`config.mk`:
```
export PLATFORM = sky130hd
export DESIGN_NAME = rtc_scan_sequencer_flat
export DESIGN_NICKNAME = d
export VERILOG_FILES = /design/src/rtl/rtc_scan_sequencer_if.sv /design/src/rtl/rtc_scan_sequencer.sv /design/src/flat_wrapper.sv
export SDC_FILE = /design/constraint.sdc
export NUM_CORES = 1
export LEC_CHECK = 0
export CORE_ASPECT_RATIO = 1.25
export CORE_MARGIN = 4
export CORE_UTILIZATION = 38
export CTS_CLUSTER_DIAMETER = 50
export DETAILED_ROUTE_END_ITERATION = 10
export PLACE_DENSITY_LB_ADDON = 0.05
export SKIP_LAST_GASP = 1
export SYNTH_ARGS = -nofsm -noshare
export SYNTH_HDL_FRONTEND = slang
export SYNTH_SLANG_ARGS = --single-unit
```
`constraint.sdc`:
```
create_clock -name clk -period 2.2 [get_ports clk]
set_input_delay 0.44 -clock clk [delete_from_list [all_inputs] [get_ports clk]]
set_output_delay 0.44 -clock clk [all_outputs]
set_load 0.005 [all_outputs]
```
`src/rtl/rtc_scan_sequencer_if.sv`:
```
// Handshake bundle between the RTC scan sequencer (master) and the RTC
// read/write controller plus menu logic (slave side).
interface rtc_scan_sequencer_if #(
  parameter int unsigned ADDR_W = 8
);
  logic              frw;
  logic              scan_en;
  logic              write_req;
  logic [ADDR_W-1:0] dir;
  logic              acceso;
  logic              mod;
  logic              fbarrido;
  logic [1:0]        seg;
  logic              err;

  modport master (
    input  frw, scan_en, write_req,
    output dir, acceso, mod, fbarrido, seg, err
  );

  modport slave (
    output frw, scan_en, write_req,
    input  dir, acceso, mod, fbarrido, seg, err
  );
endinterface

```
`src/rtl/rtc_scan_sequencer.sv`:
```
// Walks N_SEG RTC address segments, one Acceso request per address, with optional write
// command and inter-scan wait. Define SCAN_TIMEOUT_EN to enable the FRW timeout / Err path.
module rtc_scan_sequencer #(
  parameter int unsigned                ADDR_W      = 8,
  parameter int unsigned                N_SEG       = 2,
  parameter logic [N_SEG*ADDR_W-1:0]    SEG_START   = 16'h4121,
  parameter logic [N_SEG*ADDR_W-1:0]    SEG_END     = 16'h4326,
  parameter logic [ADDR_W-1:0]          CMD_ADDR    = 8'hF0,
  parameter int unsigned                WAIT_CYC    = 3,
  parameter int unsigned                PULSE_CYC   = 7,
  parameter int unsigned                TIMEOUT_CYC = 255
) (
  input logic                  clk,
  input logic                  rst_n,
  rtc_scan_sequencer_if.master bus
);

  localparam int unsigned PW  = $clog2(PULSE_CYC + 1);
  localparam int unsigned WCW = $clog2(WAIT_CYC + 1);
  localparam logic [1:0]  LastSeg = 2'(N_SEG - 1);

  typedef enum logic [2:0] {
    StInit, StIdle, StReq, StWack, StNext, StCmd, StWait
  } state_e;

  state_e            state_q;
  logic [ADDR_W-1:0] dir_q;
  logic [1:0]        seg_q;
  logic              acceso_q, mod_q, fbarrido_q, err_q;
  logic              wr_pend_q, wreq_q, cmd_issued_q;
  logic [PW-1:0]     pcnt_q;
  logic [WCW-1:0]    wcnt_q;
  logic              wreq_rise, pulse_done, timed_out;

  function automatic logic [ADDR_W-1:0] seg_start(input logic [1:0] idx);
    return SEG_START[idx*ADDR_W +: ADDR_W];
  endfunction

  function automatic logic [ADDR_W-1:0] seg_end(input logic [1:0] idx);
    return SEG_END[idx*ADDR_W +: ADDR_W];
  endfunction

  assign wreq_rise  = bus.write_req & ~wreq_q;
  assign pulse_done = (pcnt_q == PW'(PULSE_CYC));

`ifdef SCAN_TIMEOUT_EN
  localparam int unsigned TW = $clog2(TIMEOUT_CYC + 1);
  logic [TW-1:0] tcnt_q;
  logic          awaiting_frw;

  // Counts cycles spent waiting for FRW after the request has gone out.
  assign awaiting_frw = (state_q == StWack) || ((state_q == StCmd) && cmd_issued_q);
  assign timed_out    = awaiting_frw && (tcnt_q == TW'(TIMEOUT_CYC - 1));

  always_ff @(posedge clk or negedge rst_n) begin
    if (!rst_n) begin
      tcnt_q <= '0;
    end else if (awaiting_frw && !bus.frw) begin
      tcnt_q <= tcnt_q + TW'(1);
    end else begin
      tcnt_q <= '0;
    end
  end
`else
  logic unused_timeout;
  assign unused_timeout = ^TIMEOUT_CYC;
  assign timed_out      = 1'b0;
`endif

  always_ff @(posedge clk or negedge rst_n) begin
    if (!rst_n) begin
      state_q      <= StInit;
      dir_q        <= seg_start(2'd0);
      seg_q        <= 2'd0;
      acceso_q     <= 1'b0;
      mod_q        <= 1'b0;
      fbarrido_q   <= 1'b0;
      err_q        <= 1'b0;
      wr_pend_q    <= 1'b0;
      wreq_q       <= 1'b0;
      cmd_issued_q <= 1'b0;
      pcnt_q       <= '0;
      wcnt_q       <= '0;
    end else begin
      fbarrido_q <= 1'b0;
      err_q      <= 1'b0;
      wreq_q     <= bus.write_req;
      if (wreq_rise) wr_pend_q <= 1'b1;

      unique case (state_q)
        StInit: if (bus.frw) state_q <= StIdle;
        StIdle: begin
          if (bus.scan_en) begin
            seg_q     <= 2'd0;
            dir_q     <= seg_start(2'd0);
            mod_q     <= wr_pend_q;
            // An edge arriving in the consuming cycle stays pending for the next scan.
            wr_pend_q <= wreq_rise;
            state_q   <= StReq;
          end
        end
        StReq: begin
          acceso_q <= 1'b1;
          pcnt_q   <= PW'(1);
          state_q  <= StWack;
        end
        StWack: begin
          if (bus.frw) begin
            acceso_q <= 1'b0;
            state_q  <= StNext;
          end else if (timed_out) begin
            acceso_q <= 1'b0;
            err_q    <= 1'b1;
            mod_q    <= 1'b0;
            wcnt_q   <= '0;
            state_q  <= StWait;
          end else if (acceso_q) begin
            if (pulse_done) acceso_q <= 1'b0;
            else            pcnt_q   <= pcnt_q + PW'(1);
          end
        end
        StNext: begin
          if (dir_q < seg_end(seg_q)) begin
            dir_q   <= dir_q + ADDR_W'(1);
            state_q <= StReq;
          end else if (seg_q < LastSeg) begin
            seg_q   <= seg_q + 2'd1;
            dir_q   <= seg_start(seg_q + 2'd1);
            state_q <= StReq;
          end else if (mod_q) begin
            dir_q        <= CMD_ADDR;
            cmd_issued_q <= 1'b0;
            state_q      <= StCmd;
          end else begin
            fbarrido_q <= 1'b1;
            wcnt_q     <= '0;
            state_q    <= StWait;
          end
        end
        StCmd: begin
          if (!cmd_issued_q) begin
            acceso_q     <= 1'b1;
            pcnt_q       <= PW'(1);
            cmd_issued_q <= 1'b1;
          end else if (bus.frw) begin
            acceso_q   <= 1'b0;
            fbarrido_q <= 1'b1;
            mod_q      <= 1'b0;
            wcnt_q     <= '0;
            state_q    <= StWait;
          end else if (timed_out) begin
            acceso_q <= 1'b0;
            err_q    <= 1'b1;
            mod_q    <= 1'b0;
            wcnt_q   <= '0;
            state_q  <= StWait;
          end else if (acceso_q) begin
            if (pulse_done) acceso_q <= 1'b0;
            else            pcnt_q   <= pcnt_q + PW'(1);
          end
        end
        StWait: begin
          if (wcnt_q == WCW'(WAIT_CYC - 1)) begin
            dir_q   <= seg_start(2'd0);
            seg_q   <= 2'd0;
            state_q <= StIdle;
          end else begin
            wcnt_q <= wcnt_q + WCW'(1);
          end
        end
        default: state_q <= StInit;
      endcase
    end
  end

  assign bus.dir      = dir_q;
  assign bus.acceso   = acceso_q;
  assign bus.mod      = mod_q;
  assign bus.fbarrido = fbarrido_q;
  assign bus.seg      = seg_q;
  assign bus.err      = err_q;

endmodule
```
`src/flat_wrapper.sv`:
```
// flat-port wrapper written by rule: the top's interface ports become plain ports
module rtc_scan_sequencer_flat 
#(
  parameter int unsigned                ADDR_W      = 8,
  parameter int unsigned                N_SEG       = 2,
  parameter logic [N_SEG*ADDR_W-1:0]    SEG_START   = 16'h4121,
  parameter logic [N_SEG*ADDR_W-1:0]    SEG_END     = 16'h4326,
  parameter logic [ADDR_W-1:0]          CMD_ADDR    = 8'hF0,
  parameter int unsigned                WAIT_CYC    = 3,
  parameter int unsigned                PULSE_CYC   = 7,
  parameter int unsigned                TIMEOUT_CYC = 255
)
  (clk, rst_n, bus_frw, bus_scan_en, bus_write_req, bus_dir, bus_acceso, bus_mod, bus_fbarrido, bus_seg, bus_err);
  rtc_scan_sequencer_if #(.ADDR_W(ADDR_W)) bus_i ();
  input logic clk;
  input logic rst_n;
  input wire logic [$bits(bus_i.frw)-1:0] bus_frw;
  input wire logic [$bits(bus_i.scan_en)-1:0] bus_scan_en;
  input wire logic [$bits(bus_i.write_req)-1:0] bus_write_req;
  output wire logic [$bits(bus_i.dir)-1:0] bus_dir;
  output wire logic [$bits(bus_i.acceso)-1:0] bus_acceso;
  output wire logic [$bits(bus_i.mod)-1:0] bus_mod;
  output wire logic [$bits(bus_i.fbarrido)-1:0] bus_fbarrido;
  output wire logic [$bits(bus_i.seg)-1:0] bus_seg;
  output wire logic [$bits(bus_i.err)-1:0] bus_err;
  assign bus_i.frw = bus_frw;
  assign bus_i.scan_en = bus_scan_en;
  assign bus_i.write_req = bus_write_req;
  assign bus_dir = bus_i.dir;
  assign bus_acceso = bus_i.acceso;
  assign bus_mod = bus_i.mod;
  assign bus_fbarrido = bus_i.fbarrido;
  assign bus_seg = bus_i.seg;
  assign bus_err = bus_i.err;
  rtc_scan_sequencer #(.ADDR_W(ADDR_W), .N_SEG(N_SEG), .SEG_START(SEG_START), .SEG_END(SEG_END), .CMD_ADDR(CMD_ADDR), .WAIT_CYC(WAIT_CYC), .PULSE_CYC(PULSE_CYC), .TIMEOUT_CYC(TIMEOUT_CYC)) u_core (.clk(clk), .rst_n(rst_n), .bus(bus_i));
endmodule
```
---- Word level (Yosys, flattened, before mapping) ----
Index checks and enable logic that the tools add are counted.
storage, ports and cells
  bits in latches ......................... 0
  bits in writable memories ............... 0
  memories kept ........................... 0
  memory bits (read-only) ................. 0
  output and inout port bits .............. 14
  logic and storage cells ................. 109
  input port bits ......................... 5
  register bits ........................... 24
operators by class
  $lt $le $gt $ge ......................... 2
  shift operators ......................... 2
  $mul .................................... 0
  multiplexer cells ....................... 55
  reductions and logical operators ........ 12
  equal/unequal tests ..................... 21
  div/mod/pow operators ................... 0
  $add $sub $neg .......................... 4
  bitwise gates (word level) .............. 2
operators with widths
  cell                     number
  $mux 8                   5
  $mux 3                   12
  $shiftx 16x6->8 const A  2
  $pmux 8 s3               1
  $mux 2                   11
  $pmux 3 s7               1
  $mux 1                   18
  $ne 2x2->1 const B       8
  $eq 3x3->1 const B       4
  $pmux 2 s3               2
  $reduce_and 4->1         3
  $pmux 3 s3               1
  $reduce_bool 3->1        3
  $add 8x1->8 const B      1
  $lt 8x8->1               1
  $ne 2x1->1 const B       4
  $reduce_and 7->1         1
  $eq 3x2->1 const B       2
  $pmux 1 s2               3
  $reduce_and 6->1         1
  $reduce_and 5->1         1
  $add 2x1->2 const B      2
  $ne 4x1->1 const B       1
  $reduce_bool 2->1        2
  other kinds (8)          8

---- Longest topological paths before layout ----
  depth in word-level cells ............... 6
  depth in mapped cells ................... 11
  mapped depth without buffers ............ 10

---- Worst setup path before layout ----
Ideal clock, no wire load.
  path type ............................... register -> register
  from .................................... register u_core.seg_q[1], in the netlist u_core.bus.seg[1]
  to ...................................... register u_core.state_q[1]
  arrival time ............................ 2.273 ns
  data required time ...................... 2.080 ns
  path buffers ............................ 0
  period minus slack after synthesis ...... 2.393 ns
  cell stages (with the launch flop) ...... 11
  library setup time ...................... 0.120 ns
  path slack .............................. -0.193 ns
  cell sequence ........................... dfrtp_1 inv_1 ha_1 inv_1 ha_1 nand2_1 or4_4 o21ai_4 and2_1 nand2_1 a31o_2
between the ends
  word-level cells in the longest chain between the ends .. 4
  elaborated cells on any way between the ends .. 6
  classes of those cells .................. order compare (2); shift (1); mux (3)
RTL lines
  element                                               RTL line                                              source
  start: declaration                                    rtc_scan_sequencer.sv:28                              logic [1:0] seg_q;
  start signal: assignment                              rtc_scan_sequencer.sv:127                             seg_q <= seg_q + 2'd1;
  $shiftx 16x6->8 / $lt 2x1->1 (equally long branches)  rtc_scan_sequencer.sv:40, rtc_scan_sequencer.sv:126
  $lt 8x8->1 / $mux 3 (equally long branches)           rtc_scan_sequencer.sv:123, rtc_scan_sequencer.sv:126
  $mux 3 (*)                                            rtc_scan_sequencer.sv:123                             if (dir_q < seg_end(seg_q)) begin
  $pmux 3 s7 (*)                                        rtc_scan_sequencer.sv:90                              unique case (state_q)
  end signal: assignment                                rtc_scan_sequencer.sv:91                              StInit: if (bus.frw) state_q <= StIdle;
  end signal: assignment                                rtc_scan_sequencer.sv:125                             state_q <= StReq;
  end signal: assignment                                rtc_scan_sequencer.sv:129                             state_q <= StReq;
  end: declaration                                      rtc_scan_sequencer.sv:26                              state_e state_q;
Every way passes the cells marked *; elsewhere a longest branch is shown, timed or not.
A chain may end at the register's enable or synchronous reset.

---- Worst setup path after layout ----
  from .................................... register u_core.seg_q[1], in the netlist u_core.bus.seg[1]
  to ...................................... register u_core.dir_q[5], in the netlist u_core.bus.dir[5]
between the ends
  word-level cells in the longest chain between the ends .. 5
  elaborated cells on any way between the ends .. 10
  classes of those cells .................. add/sub (1); order compare (2); eq/ne (1); shift (2); mux (3); reduce/logical (1)
RTL lines
  element                                                             RTL line                   source
  parallel branches: the longest is 5 deep, another holds $lt 8x8->1  -
  end signal: assignment                                              rtc_scan_sequencer.sv:95   dir_q <= seg_start(2'd0);
  end signal: assignment                                              rtc_scan_sequencer.sv:124  dir_q <= dir_q + ADDR_W'(1);
  end signal: assignment                                              rtc_scan_sequencer.sv:128  dir_q <= seg_start(seg_q + 2'd1);
  end: declaration                                                    rtc_scan_sequencer.sv:27   logic [ADDR_W-1:0] dir_q;
Parallel ways; which one is timed is not known.

==> flow_results.org <==
** Worst setup path
- The number of buffers and inverters on the critical path is 3.
- Along the worst path, the maximum fanout reaches 6.
- R2R depth :: 11
- Critical register-to-register path endpoint :: u_core.bus.dir[5]
- Slack of the worst reg-to-reg path :: -160 ps
- The critical path runs through a total of 11 cells.
- The most critical setup path has its endpoint at u_core.bus.dir[5].
- First element of the critical path :: u_core.bus.seg[1]
- The cell family contributing the most delay on the critical path is compound AO/OA/AOI/OAI gates.
- Max stage delay on crit path :: 500 ps
- Critical Path Sink Type :: flop
- STA classifies the critical path startpoint as a flop.
- Arrival time worst endpoint :: around 2600 ps
- The critical path goes through inv_2 > ha_4 > inv_4 > ha_4 > nor3_2 > or4_4 > o21ai_4 > buf_4 > a31oi_1 > o21a_1 > o32a_1.
- The critical path is of the reg2reg type.
- The slowest stage of the critical path belongs to the cell or4_4.
- Reg2reg start :: u_core.bus.seg[1]
- In this design, the critical path's most frequently occurring cell is ha_4.
- For the worst setup path, the data required time is 2390 ps.

** GRT
- Global routing consumed, on the met1 layer, between 10% and 20% of the routing resources.
- The first global-routing pass estimated 6.89 mm of wire.
- Busiest metal layer after global routing :: met2
- The via count of the first global-routing pass was 1518.
- In the global route stage, met3 resource usage came out at roughly 3.0%.
- The number of antenna violations at the first check in global routing came to 0.
- Total congestion overflow after global routing :: 0
- Entering global routing, the biggest net connects 25 pins.
- M2 GR Usage :: 29.2%
- Total routing usage reported by global routing :: between 10% and 20%

** Timing
- Setup repair after global routing missed its margin :: yes
- The total count of hold-check failures in the final report was 0.
- Clock Skew :: 7.82 ps
- Fin crit period :: roughly 2400 ps
- Setup violations remaining at the end of the flow were counted as 17.
- Timing would allow up to 0.423 GHz.
- Max Transition Viols Final :: 0
- Setup slack on the critical path of the routed design comes to -164 ps.
- Adding up every negative setup slack in the final design gives -1380 ps.
- The final critical path takes up 107% of the cycle.

** Power
- Of the total power, combinational logic draws 60.0%.
- Internal power comes to 0.00168 W.
- The design draws 0.00278 W.
- Registers are responsible for 29.2% of the overall power.
- Switching share of power :: 39.6%
- The analysis attributes to cell leakage a power of between 0.8 and 0.9 nW.
- For this design the ratio of total power to cell area is 1310 nW/um2.
- The analysis attributes to net switching a power of 0.00110 W.
- Clock group share of total power :: 10.9%
- VDD sags by at most 0.000680 V.

** Cells and area
- Counting the fill cells in the layout gives 352.
- Final layout net count :: 233
- Total inserted antenna cells :: 0
- Cells with a size suffix above 1 make up between 20% and 30% of the layout.
- The library cell used most frequently in the layout, excluding fill and tap cells, is buf_4.
- Top library cells by usage in the layout, fill and taps aside :: buf_4 (23), dfrtp_1 (21), clkdlybuf4s50_1 (17)
- Fin util :: 55.1%
- The area growth from synthesis to layout is 37.2%.

** Floorplanning
- For this design the top-level I/O count stands at 19.
- The die covers roughly 5200 um2.
- Initial Util :: 40.1%
- Placeable Area :: between 3000 and 4000 um2
- Number of placement rows :: 25
- Vert. Die Dim :: 79.3 um
- The floorplan step set the die width to 65.0 um.

** Synth
- Synth Area in XOR/XNOR :: 0.567%
- Cell area after synthesis :: between 1500 and 2000 um2
- Synth Instances :: 177
- Fraction of registers with async set or reset after synthesis :: 100%
- The synthesized design contains 0 enable-type register cells.
- By area, the combinational part of the netlist is dominated by compound AO/OA/AOI/OAI gates.
- The portion of synthesized area spent on multiplexers is approximately 1.3%.
- The Yosys step of the flow raised 0 warnings.
- When the netlist entered floorplanning its net count stood at 192.
- Post-synthesis simple-gate area fraction :: between 20% and 30%
- Counting distinct cell types in the post-synthesis netlist gives 40.
- Top flip-flop cell by instance count after synthesis :: dfrtp_1
- Post-synthesis sequential area ratio :: 39.1%
- The synthesized netlist devotes 25.2% of its cell area to compound gates.
- Synthesis inferred 24 register bits.
- Post-Synth Adder-Cell Area :: between 8 and 9%
- After synthesis, the mean cell area works out to around 8.7 um2.

** Drt
- The detailed router finished its first iteration with between 60 and 70 violations.
- After detailed routing, the total wire length is 3.85 mm.
- Detail-routed net length per standard cell :: 14.2 um
- For this run, the detailed router's first-pass iteration total came to 4.
- Number of antenna-violating nets in the routed design :: 0
- Across all layers, the routed design uses 1450 vias.
- Vias per inst :: approximately 5.4
- DRC violation count after routing :: 0

** Placement
- The congestion estimate from routability-driven global placement came to slightly above 0.8.
- Port buffering added 17 buffers.
- Detailed placement ended at an HPWL of 2.85 mm.
- Timing analysis after detailed placement gives a worst setup slack of -178 ps.

** Clocking
- In this run the number of H-tree levels came out at 1.
- Bufs on Longest Clock Path :: 2
- CTS Root Cell :: clkbuf_8
- Clock transition at the registers of the reported paths :: 90 ps
- Inserted Clock Buffers :: 3
- TritonCTS built the clock tree.
- Sinks on the clock net :: 24
- Insertion delay to the later sink of the worst-skew pair :: 270 ps

** Run status
- Violations in the final reports :: negative setup slack
- Run status :: finished with violations

** Run
- Max Cap Violations :: 0

** Min path
- Tightest Hold Check Type :: reg2reg
## worst min-delay path by stage
stage                             end  cells after the start          start  slack (ps)
floorplan           u_core.bus.acceso                      0          rst_n         140
global placement     u_core.wr_pend_q                      1  u_core.wreq_q         400
detailed placement   u_core.wr_pend_q                      1  u_core.wreq_q         420
CTS                  u_core.wr_pend_q                      1  u_core.wreq_q         430
global route         u_core.wr_pend_q                      1  u_core.wreq_q         460
finish               u_core.wr_pend_q                      1  u_core.wreq_q         430
## power groups by stage
stage	registers, W	logic [W]	clock network [W]
after floorplan	0.000733	0.000960	0
after global placement	0.000802	0.00143	0
after detailed placement	0.000810	0.00146	0
after CTS	0.000808	0.00157	0.000313
after global routing	0.000847	0.00186	0.000340
final	0.000811	0.00167	0.000302
## registers in the layout, indices dropped and copies added, names as in the netlist
name,count
u_core.bus.fbarrido,1
u_core.pcnt_q,3
u_core.state_q,3
u_core.bus.dir,8
u_core.bus.seg,2
u_core.bus.mod,1
u_core.wreq_q,1
u_core.wcnt_q,2
u_core.bus.acceso,1
u_core.wr_pend_q,1
u_core.cmd_issued_q,1
## per-stage QoR
step | area [um2] | hold slack, ps | std cells
floorplan | 1590 | 144 | 177
global placement | 1950 | 404 | 261
detailed placement | 1950 | 421 | 261
CTS | 2060 | 435 | 267
global route | 2120 | 460 | 271
finish | 2120 | 427 | 271
## metal layers
metal  wire length (um)  part of all wire [%]
met4                148                   3.8
met1               1610                    42
met5                  0                     0
met3                117                   3.0
met2               1970                    51
## layout make-up
| class | instances | area, um2 | share of cell area [%] |
|---|---|---|---|
| flip-flops and latches | 24 | 604 | 28.5 |
| inverters | 12 | 47.5 | 2.24 |
| well taps | 54 | 67.6 | 3.19 |
| clock buffers | 4 | 55.1 | 2.60 |
| multi-input cells | 134 | 958 | 45.2 |
| repair buffers | 43 | 385 | 18.2 |
## cells in the mapped netlist (all sizes together) (2+ instances only)
cell / n / area [um2]
dfstp: 2 / 52.6
a211oi: 2 / 15.0
o21ai: 17 / 96.4
inv: 12 / 45.0
a21oi: 16 / 80.1
a31o: 2 / 17.5
and2: 3 / 18.8
o22ai: 5 / 31.3
nand2b: 9 / 56.3
o22a: 2 / 17.5
and3: 3 / 18.8
dfrtp: 22 / 551
nor2b: 4 / 25.0
a31oi: 2 / 12.5
nand2: 13 / 48.8
buf: 3 / 23.8
o21a: 3 / 22.5
clkbuf: 4 / 15.0
ha: 10 / 125
nor2: 15 / 56.3
nand3: 6 / 30.0
nor3: 6 / 30.0
mux2i: 2 / 20.0
## logic make-up (layout without fill, tap and decap cells)
logic type | Yosys count | after routing
AND/OR/NAND/NOR | 62 | 62
AO/OA/AOI/OAI | 58 | 58
flip-flops | 24 | 24
buffers and inverters | 19 | 59
adder cells (fa/ha/maj) | 10 | 10
multiplexers | 2 | 2
other | 1 | 1
XOR/XNOR | 1 | 1
## what timing repair did
action | 4_1_cts | 5_1_grt
endpoints found under the setup margin | 17 | 17
pin swaps | 7 | 2
setup buffers | 2 | 4
resized for setup | 10 | 4
hold buffers | 0 | 0
(Power assumes the default switching activity.)
